[src/rtl/split2_sched_pkg.sv]
// Shared types and defaults for the two-way fork token scheduler.
package split2_sched_pkg;

    typedef enum logic [1:0] {
        IDLE  = 2'd0,
        DRIVE = 2'd1,
        GAP   = 2'd2,
        HALT  = 2'd3
    } schedStateT;

    localparam int DEF_MAX_OUTSTANDING = 4;
    localparam int DEF_SYNC_STAGES     = 2;
    localparam int DEF_DRIVE_PULSE_W   = 2;
    localparam int DEF_TIMEOUT_CYCLES  = 1024;

    // Width needed to hold 0..maxCount inclusive.
    function automatic int cntWidth(input int maxCount);
        return $clog2(maxCount + 1);
    endfunction

endpackage

[src/rtl/split2_token_sched_free_pulse_sync.sv]
// Brings an asynchronous free pulse into the clk domain through an N-flop
// synchronizer and turns its rising edge into a registered one-cycle pulse.
// Input rise to pulse latency is STAGES+1 cycles.
module free_pulse_sync #(
    parameter int STAGES = 2
) (
    input  logic clk,
    input  logic rst,
    input  logic freeRaw,
    output logic freePulse
);

    logic [STAGES-1:0] syncChain;
    logic              edgePrev;

    // Synchronizer chain, edge history and registered rising-edge pulse.
    always_ff @(posedge clk or negedge rst) begin
        if (!rst) begin
            syncChain <= '0;
            edgePrev  <= 1'b0;
            freePulse <= 1'b0;
        end else begin
            syncChain <= {syncChain[STAGES-2:0], freeRaw};
            edgePrev  <= syncChain[STAGES-1];
            freePulse <= syncChain[STAGES-1] & ~edgePrev;
        end
    end

endmodule

[src/rtl/split2_token_sched.sv]
// Token scheduler for a two-way unconditional fork: launches drive pulses
// under a credit window, tracks per-branch pending frees and reports each
// token once both branches have returned it.
// Optional stall watchdog: define SPLIT2_SCHED_TIMEOUT_EN to add o_timeout
// and the HALT state.
module split2_token_sched
    import split2_sched_pkg::*;
#(
    parameter int MAX_OUTSTANDING = DEF_MAX_OUTSTANDING,
    parameter int SYNC_STAGES     = DEF_SYNC_STAGES,
    parameter int DRIVE_PULSE_W   = DEF_DRIVE_PULSE_W,
    parameter int TIMEOUT_CYCLES  = DEF_TIMEOUT_CYCLES
) (
    input  logic clk,
    input  logic rst,
    input  logic i_req,
    output logic o_ack,
    output logic o_drive,
    input  logic i_free0,
    input  logic i_free1,
    output logic o_done,
    output logic [cntWidth(MAX_OUTSTANDING)-1:0] o_inflight,
    output logic o_busy,
    output logic o_err,
`ifdef SPLIT2_SCHED_TIMEOUT_EN
    output logic o_timeout,
`endif
    input  logic i_clr
);

    localparam int CNT_W = cntWidth(MAX_OUTSTANDING);
    localparam logic [CNT_W-1:0] MAX_CNT = CNT_W'(MAX_OUTSTANDING);
    localparam int PCW = $clog2(DRIVE_PULSE_W) + 1;
    localparam logic [PCW-1:0] PULSE_LAST = PCW'(DRIVE_PULSE_W - 1);

    schedStateT       state, stateNext;
    logic [PCW-1:0]   pulseCnt;
    logic             launch;
    logic             haltReq;
    logic             f0, f1;
    logic [CNT_W-1:0] cnt0, cnt1, cnt0Next, cnt1Next;
    logic [CNT_W-1:0] inflightQ, inflightNext;
    logic             spurious;
    logic             ackQ, driveQ, decQ, doneQ, errQ;

    // Launch and free in the same cycle cancel; a free with nothing pending
    // leaves the count at zero.
    function automatic logic [CNT_W-1:0] stepCount(input logic [CNT_W-1:0] cnt,
                                                   input logic inc, input logic dec);
        logic [CNT_W-1:0] res;
        res = cnt;
        if (inc && !dec)
            res = cnt + 1'b1;
        else if (dec && !inc && cnt != '0)
            res = cnt - 1'b1;
        return res;
    endfunction

    function automatic logic isSpurious(input logic [CNT_W-1:0] cnt,
                                        input logic inc, input logic dec);
        return dec && !inc && (cnt == '0);
    endfunction

    function automatic logic [CNT_W-1:0] maxCount(input logic [CNT_W-1:0] a,
                                                  input logic [CNT_W-1:0] b);
        return (a > b) ? a : b;
    endfunction

    free_pulse_sync #(.STAGES(SYNC_STAGES)) uSync0 (
        .clk       (clk),
        .rst       (rst),
        .freeRaw   (i_free0),
        .freePulse (f0)
    );

    free_pulse_sync #(.STAGES(SYNC_STAGES)) uSync1 (
        .clk       (clk),
        .rst       (rst),
        .freeRaw   (i_free1),
        .freePulse (f1)
    );

    // Next-state logic: clear wins, then the watchdog halt, then normal sequencing.
    always_comb begin
        stateNext = state;
        launch    = 1'b0;
        if (i_clr) begin
            stateNext = IDLE;
        end else if (haltReq) begin
            stateNext = HALT;
        end else begin
            case (state)
                IDLE: begin
                    if (i_req && (inflightQ < MAX_CNT)) begin
                        stateNext = DRIVE;
                        launch    = 1'b1;
                    end
                end
                DRIVE: begin
                    if (pulseCnt == PULSE_LAST)
                        stateNext = GAP;
                end
                GAP:     stateNext = IDLE;
                default: stateNext = IDLE;
            endcase
        end
    end

    // State register plus registered ack/drive so the fork sees a clean level.
    always_ff @(posedge clk or negedge rst) begin
        if (!rst) begin
            state    <= IDLE;
            pulseCnt <= '0;
            ackQ     <= 1'b0;
            driveQ   <= 1'b0;
        end else begin
            state    <= stateNext;
            pulseCnt <= (state == DRIVE && stateNext == DRIVE) ? pulseCnt + 1'b1 : '0;
            ackQ     <= launch;
            driveQ   <= (stateNext == DRIVE);
        end
    end

    // Pending-count arithmetic; in-flight is the slower branch.
    always_comb begin
        cnt0Next     = stepCount(cnt0, launch, f0);
        cnt1Next     = stepCount(cnt1, launch, f1);
        spurious     = isSpurious(cnt0, launch, f0) | isSpurious(cnt1, launch, f1);
        inflightNext = maxCount(cnt0Next, cnt1Next);
    end

    // Counter, sticky error and completion registers; clear never reports done.
    always_ff @(posedge clk or negedge rst) begin
        if (!rst) begin
            cnt0      <= '0;
            cnt1      <= '0;
            inflightQ <= '0;
            errQ      <= 1'b0;
            decQ      <= 1'b0;
            doneQ     <= 1'b0;
        end else if (i_clr) begin
            cnt0      <= '0;
            cnt1      <= '0;
            inflightQ <= '0;
            errQ      <= 1'b0;
            decQ      <= 1'b0;
            doneQ     <= 1'b0;
        end else begin
            cnt0      <= cnt0Next;
            cnt1      <= cnt1Next;
            inflightQ <= inflightNext;
            errQ      <= errQ | spurious;
            decQ      <= (inflightNext < inflightQ);
            doneQ     <= decQ;
        end
    end

`ifdef SPLIT2_SCHED_TIMEOUT_EN
    localparam int STALL_W = $clog2(TIMEOUT_CYCLES + 1);
    localparam logic [STALL_W-1:0] STALL_LIMIT = STALL_W'(TIMEOUT_CYCLES);

    logic [STALL_W-1:0] stall0, stall1, stall0Next, stall1Next;
    logic               timeoutQ, timeoutHit;

    // A branch is only stalling while it owes frees and none arrive.
    function automatic logic [STALL_W-1:0] stepStall(input logic [STALL_W-1:0] stall,
                                                     input logic freed, input logic empty);
        logic [STALL_W-1:0] res;
        if (freed || empty)
            res = '0;
        else if (stall == STALL_LIMIT)
            res = stall;
        else
            res = stall + 1'b1;
        return res;
    endfunction

    // Stall counter next values and limit detection.
    always_comb begin
        stall0Next = stepStall(stall0, f0, cnt0 == '0);
        stall1Next = stepStall(stall1, f1, cnt1 == '0);
        timeoutHit = (stall0Next == STALL_LIMIT) || (stall1Next == STALL_LIMIT);
    end

    // Stall counters and the sticky timeout flag.
    always_ff @(posedge clk or negedge rst) begin
        if (!rst) begin
            stall0   <= '0;
            stall1   <= '0;
            timeoutQ <= 1'b0;
        end else if (i_clr) begin
            stall0   <= '0;
            stall1   <= '0;
            timeoutQ <= 1'b0;
        end else begin
            stall0   <= stall0Next;
            stall1   <= stall1Next;
            timeoutQ <= timeoutQ | timeoutHit;
        end
    end

    assign haltReq   = timeoutQ | timeoutHit;
    assign o_timeout = timeoutQ;
`else
    assign haltReq = 1'b0;

    // The watchdog limit is inert here; still reject a nonsensical value.
    if (TIMEOUT_CYCLES < 1) begin : gTimeoutRange
        $error("TIMEOUT_CYCLES must be at least 1");
    end
`endif

    assign o_ack      = ackQ;
    assign o_drive    = driveQ;
    assign o_done     = doneQ;
    assign o_inflight = inflightQ;
    assign o_err      = errQ;
    assign o_busy     = (inflightQ != '0) || (state != IDLE);

endmodule

[config.mk]
export PLATFORM = sky130hd
export DESIGN_NAME = split2_token_sched
export DESIGN_NICKNAME = d
export VERILOG_FILES = /design/src/rtl/split2_sched_pkg.sv /design/src/rtl/split2_token_sched_free_pulse_sync.sv /design/src/rtl/split2_token_sched.sv
export SDC_FILE = /design/constraint.sdc
export NUM_CORES = 1
export LEC_CHECK = 0
export ABC_AREA = 1
export CORE_AREA = 2 2 54 56
export CTS_CLUSTER_SIZE = 30
export DETAILED_ROUTE_END_ITERATION = 10
export DIE_AREA = 0 0 56 58
export PLACE_DENSITY_LB_ADDON = 0.12
export REMOVE_ABC_BUFFERS = 1
export SYNTH_ARGS = -nofsm -noshare
export SYNTH_HDL_FRONTEND = slang
export SYNTH_SLANG_ARGS = --single-unit
[constraint.sdc]
create_clock -name clk -period 3.6 [get_ports clk]
set_input_delay 0.36 -clock clk [delete_from_list [all_inputs] [get_ports clk]]
set_output_delay 0.36 -clock clk [all_outputs]
set_load 0.01 [all_outputs]
After elaboration in Yosys (flattened, before gate mapping). Cells that the tools add are included.

Register bits after elaboration: 26. Bits of input ports: 6. Output and inout bits: 8. Word-level logic and storage cells: 73.

Add/sub/neg operators: 5. Order comparisons: 3. Equality and inequality tests: 3. Mux-type cells: 19. Bitwise gates (word level): 6. Reduce and logical (&&, ||, !) cells: 21.

Operators with widths (count): two-way mux 3 bit (8); logical AND 1 bit (10); nonzero test 3 bit (3); two-way mux 2 bit (4); adder 3 x 1 -> 3 bit (second input constant) (2); == test 2 x 1 -> 1 bit (second input constant) (3); logical NOT 3 bit (2); two-way mux 1 bit (6); subtractor 3 x 1 -> 3 bit (second input constant) (2); one-hot mux 2 bit (2 select lines) (1); greater-than comparator 3 bit (1); logical NOT 1 bit (3); less-than comparator 3 bit (1); less-than comparator 3 bit (second input constant) (1); adder 2 x 1 -> 2 bit (second input constant) (1); bitwise AND 1 bit (2); logical NOT 2 bit (1); inverter 1 bit (2); OR 1 bit (2); nonzero test 2 bit (1); logical OR 1 bit (1).

Depth between registers and ports, before layout. Gate-level depths: netlist of run 1.

Depth in word-level cells: 14. Depth in mapped cells: 23. Gate-level depth less buffers: 23.

By module. From an unflattened synthesis of run 1, not the netlist that was laid out.

Cells, all modules: 150. Area, all modules: 1330.0 µm².

By module, submodules not included: split2_token_sched (instances 1, cells an instance 138, area each 1109.8 µm², seq. area each 450.4 µm²); free_pulse_sync (instances 2, cells an instance 6, area each 110.1 µm², seq. area each 100.1 µm²).

Worst setup path after synthesis of run 1. OpenSTA, ideal clock, no wires.

Path type: register to register. From: reg inflightQ[2] (netlist: o_inflight[2]). To: reg decQ. Library setup time: 0.073 ns. Data arrival time: 2.680 ns. Required time: 3.527 ns. Slack: 0.847 ns. Stages on the path, launching flop included: 22. Period minus slack after synthesis: 2.753 ns. Path through: dfrtp_1 -> nor2_8 -> nand3_4 -> nand3_4 -> nand2_1 -> o21ai_1 -> nand2_1 -> o21ai_1 -> inv_1 -> ha_1 -> nand2_1 -> nor2_1 -> nor2_1 -> nand2_1 -> nand2_1 -> inv_1 -> nand3_1 -> nand2_2 -> inv_1 -> ha_1 -> a211o_1 -> a21oi_2.

Word-level cells in the longest chain between the ends: 14.

Ends and longest elaborated chain: start: declaration (RTL line split2_token_sched.sv:42) `logic [CNT_W-1:0] inflightQ, inflightNext;`; start signal: assignment (RTL line split2_token_sched.sv:151) `inflightQ <= inflightNext;`; less-than comparator 3 bit (RTL line split2_token_sched.sv:94) `if (i_req && (inflightQ < MAX_CNT)) begin`; logical AND 1 bit (RTL line split2_token_sched.sv:94); two-way mux 1 bit (RTL line split2_token_sched.sv:94); two-way mux 1 bit (RTL line split2_token_sched.sv:92) `case (state)`; two-way mux 1 bit (RTL line split2_token_sched.sv:87) `if (i_clr) begin`; logical NOT 1 bit (RTL line split2_token_sched.sv:54) `else if (dec && !inc && cnt != '0)`; logical AND 1 bit (2 in series) (RTL line split2_token_sched.sv:54); two-way mux 3 bit (RTL line split2_token_sched.sv:54); two-way mux 3 bit (RTL line split2_token_sched.sv:52) `if (inc && !dec)`; greater-than comparator 3 bit (RTL line split2_token_sched.sv:66) `return (a > b) ? a : b;`; two-way mux 3 bit (RTL line split2_token_sched.sv:66); less-than comparator 3 bit * (RTL line split2_token_sched.sv:153) `decQ <= (inflightNext < inflightQ);`; two-way mux 1 bit * (RTL line split2_token_sched.sv:141) `end else if (i_clr) begin`; end signal: assignment (RTL line split2_token_sched.sv:153); end: declaration (RTL line split2_token_sched.sv:44) `logic ackQ, driveQ, decQ, doneQ, errQ;`.

Mark *: on every way between the ends. The rest lies on a longest branch, timed or not.

Worst setup path after layout of run 1.
From: in i_req. To: reg decQ.

Word-level cells in the longest chain between the ends: 13.

Ends and longest elaborated chain: start: declaration (RTL line split2_token_sched.sv:16) `input logic i_req,`; logical AND 1 bit * (RTL line split2_token_sched.sv:94); two-way mux 1 bit * (RTL line split2_token_sched.sv:94); two-way mux 1 bit * (RTL line split2_token_sched.sv:92); two-way mux 1 bit * (RTL line split2_token_sched.sv:87); logical NOT 1 bit (RTL line split2_token_sched.sv:54); logical AND 1 bit (2 in series) (RTL line split2_token_sched.sv:54); two-way mux 3 bit (RTL line split2_token_sched.sv:54); two-way mux 3 bit (RTL line split2_token_sched.sv:52); greater-than comparator 3 bit (RTL line split2_token_sched.sv:66); two-way mux 3 bit * (RTL line split2_token_sched.sv:66); less-than comparator 3 bit * (RTL line split2_token_sched.sv:153); two-way mux 1 bit * (RTL line split2_token_sched.sv:141).

Marks and branches as above.

==> impl_metrics.csv, run 1 <==
group,metric,value,unit
placement,pre_cts_slack,0.168,ns
power_and_ir_drop,power_leakage,0.878,nW
routing,ant_nets,0,
layout,finalNetCount,189,
power_and_ir_drop,seqPwrFrac,35.4,%
sta,finalSetupViolations,0,
yosys,synthFlopType,"dfrtp_1",
placement,gp_congestion,0.906,
layout,final_core_util,61.2,%
die,die-area,0.00325,mm^2
yosys,synth_edf_count,0,
sta,max_slew_margin,23.6,%
hold_path,min_path_type,"reg -> reg",
critical_path,worstSetupStartpointType,"primary input",
layout,multi_input_area,634,um^2
die,fp.dieH,58,um
grt,grt_pass1_vias,1061,
power_and_ir_drop,peakVddDrop,0.513,mV
layout,syn_to_final_growth,16.0,%
critical_path,worstSetupEndpointType,"flip-flop",
grt,grt-ovfl-total,0,
routing,via_per_inst,5.07,
sta,tns,0,ns
routing,vias,1020,
critical_path,critPathKind,"in -> reg",
power_and_ir_drop,p_int,0.642,mW
sta,slew_violations,0,
sta,fin_worst_skew,0.00925,ns
critical_path,worstPathArrival,3.35,ns
clocking,cts_sinks,26,
sta,max_clock_freq,0.323,GHz
sta,worst_pin_slew,1.14,ns
yosys,ys_types,26,
clocking,cts_buffer_depth,2,
yosys,syn_avg_cell_area,9.18,um^2
power_and_ir_drop,p_sw,0.376,mW
power_and_ir_drop,p_per_area,624,mW/mm^2
routing,drtPass1Iterations,4,
critical_path,path_max_fanout,7,
clocking,cts_made_buffers,3,
routing,drc,0,
run_status,status,"completed",
clocking,postCtsHoldBufs,0,
grt,grt.met2_usage,29.7,%
layout,seqCellArea,651,um^2
sta,min_period_over_period,85.9,%
critical_path,crit_required,3.86,ns
die,rows,19,
yosys,synth-seq-cells,26,
yosys,yosysSeqAreaShare,46.3,%
clocking,worstSkewPairLatency,0.31,ns
yosys,postSynth.asyncResetShare,100,%
clocking,clk_pin_slew,0.14,ns
clocking,cts-root-buf,"clkbuf_4",
layout,mostFrequentLayoutCells,"inv_1, dfrtp_1, nand2_1",
routing,wl_per_cell,11.5,um
power_and_ir_drop,comb_power_share,45.2,%
yosys,synthCells,153,
grt,grt_pass1_wl,4.18,mm
routing,wirelength,2.31,mm
layout,mostFrequentLayoutCell,"inv_1",
die,core_area,0.00266,mm^2
yosys,ys_warn_count,0,
clocking,htree_levels,1,
sta,finalHoldViolCount,0,
grt,use_met1,18.6,%
clocking,cts_tree,"built",
sta,rsz0062_at_grt,"false",
clocking,post_cts_resized,0,
yosys,netlist_area,0.00141,mm^2
layout,drive_above_1_share,15.3,%
sta,fin_crit,3.09,ns
layout,fill_cells,231,
yosys,synth_top_cell_by_area,"dfrtp_1",
power_and_ir_drop,p_clk_share,19.3,%
grt,met3_usage,3.57,%
sta,setup_ws,0.508,ns
power_and_ir_drop,total_power,1.02,mW
flow_run,maxCapViolations,0,
critical_path,reg2reg_slack,0.54,ns
layout,antenna_cells,0,
placement,dpl.hpwl,1.82,mm
die,fp.dieW,56,um
yosys,yosys-top-cells-area,"dfrtp_1, ha_1, inv_1, nand2_1, nor2_1",
yosys,yosysTopAreaCellShare,46.3,%
clocking,post-cts-setup-buffers,0,
die,start_util,52.8,%
placement,io_buffers,13,
routing,dr.first_iter.drc_count,12,
power_and_ir_drop,switching_share,37.0,%
grt,grt.busiest_layer,"met2",
grt,grtUsageTotal,16.1,%
grt,grt_antenna_before_repair,0,
die,ioPinCount,14,
grt,grt_max_degree,27,
==> per-layer routing <==
metal | vias to the layer above | share of wire, %
li1 | 510 | -
met1 | 485 | 45
met2 | 23 | 50
met3 | 2 | 4.3
met4 | 0 | 0.91
met5 | - | 0
==> critical path, cell delays in order <==
cell and delay [ns]:
clkdlybuf4s50_1 0.46, inv_1 0.09, nor2_8 0.12, nand3_4 0.13, nand3_4 0.12, nand2_1 0.08
o21ai_1 0.07, nand2_1 0.06, o21ai_1 0.12, inv_1 0.07, ha_1 0.29, nand2_1 0.05
nor2_1 0.08, nor2_1 0.04, nand2_1 0.04, nand2_1 0.10, inv_1 0.12, nand3_1 0.11
nand2_2 0.08, inv_1 0.04, ha_1 0.28, a211o_1 0.31, a21oi_2 0.10
==> cells by family (layout without fill, tap and decap cells) <==
kind of cell	count (synthesis)	count (layout)	synth area share, %
AO/OA/AOI/OAI	10	10	4.63
XOR/XNOR	2	2	1.25
adder cells (fa/ha/maj)	12	12	10.7
buffers and inverters	32	49	8.55
flip-flops	26	26	46.3
AND/OR/NAND/NOR	71	71	28.6
==> stage by stage <==
step	cells	area [um^2]	hold slack, ns
finish	201	1630	0.366
global route	201	1630	0.385
CTS	201	1630	0.371
detailed placement	197	1580	0.339
global placement	197	1580	0.334
floorplan	152	1400	0.0644
==> power groups by stage <==
| stage | logic (mW) | registers, mW | clock network [mW] |
|---|---|---|---|
| 6_report | 0.460 | 0.361 | 0.197 |
| 4_1_cts | 0.463 | 0.362 | 0.205 |
| 5_1_grt | 0.532 | 0.366 | 0.214 |
| 3_5_place_dp | 0.461 | 0.368 | 0 |
| 3_3_place_gp | 0.445 | 0.366 | 0 |
| 2_1_floorplan | 0.327 | 0.373 | 0 |
==> registers in the layout, summed over array words and instances (netlist names), 2 cells and up <==
name              cells
cnt0                  3
cnt1                  3
o_inflight            3
pulseCnt              2
state                 2
uSync0.syncChain      2
uSync1.syncChain      2
==> Yosys cell counts, drive strengths merged, types with 2 or more instances <==
library cell and instances:
inv 31, nand2 31, dfrtp 26, nor2 18, nand3 14, ha 12
a21oi 3, nand4 3, o21ai 3, and2 2, nor3 2, o211ai 2
==> layout make-up <==
class | count | area share [%]
Multi-Input combinational cell | 95 | 38.9
Timing Repair Buffer | 14 | 8.44
Clock inverter | 1 | 1.84
Inverter | 31 | 7.14
Clock buffer | 3 | 1.38
Sequential cell | 26 | 39.9
Tap cell | 31 | 2.38
==> path summary, 6_finish.rpt <==
kind | from | depth (start not counted) | to
min reg2reg | uSync1.syncChain[0]$_DFF_PN0_ | 0 | uSync1.syncChain[1]$_DFF_PN0_
min in group asynchronous | rst | 1 | state[1]$_DFF_PN0_
min | uSync1.syncChain[0]$_DFF_PN0_ | 0 | uSync1.syncChain[1]$_DFF_PN0_
max reg2reg | cnt1[0]$_DFF_PN0_ | 20 | decQ$_DFF_PN0_
max | i_req | 23 | decQ$_DFF_PN0_
max in group asynchronous | rst | 1 | uSync0.freePulse$_DFF_PN0_
No activity file was read; power rests on OpenSTA's default activity.
==> inputs of run 2 (changes only) <==
- GPL_ROUTABILITY_DRIVEN: unset -> 0
==> results of run 2 <==
Final layout, timing and power as in run 1 (identical DEF).
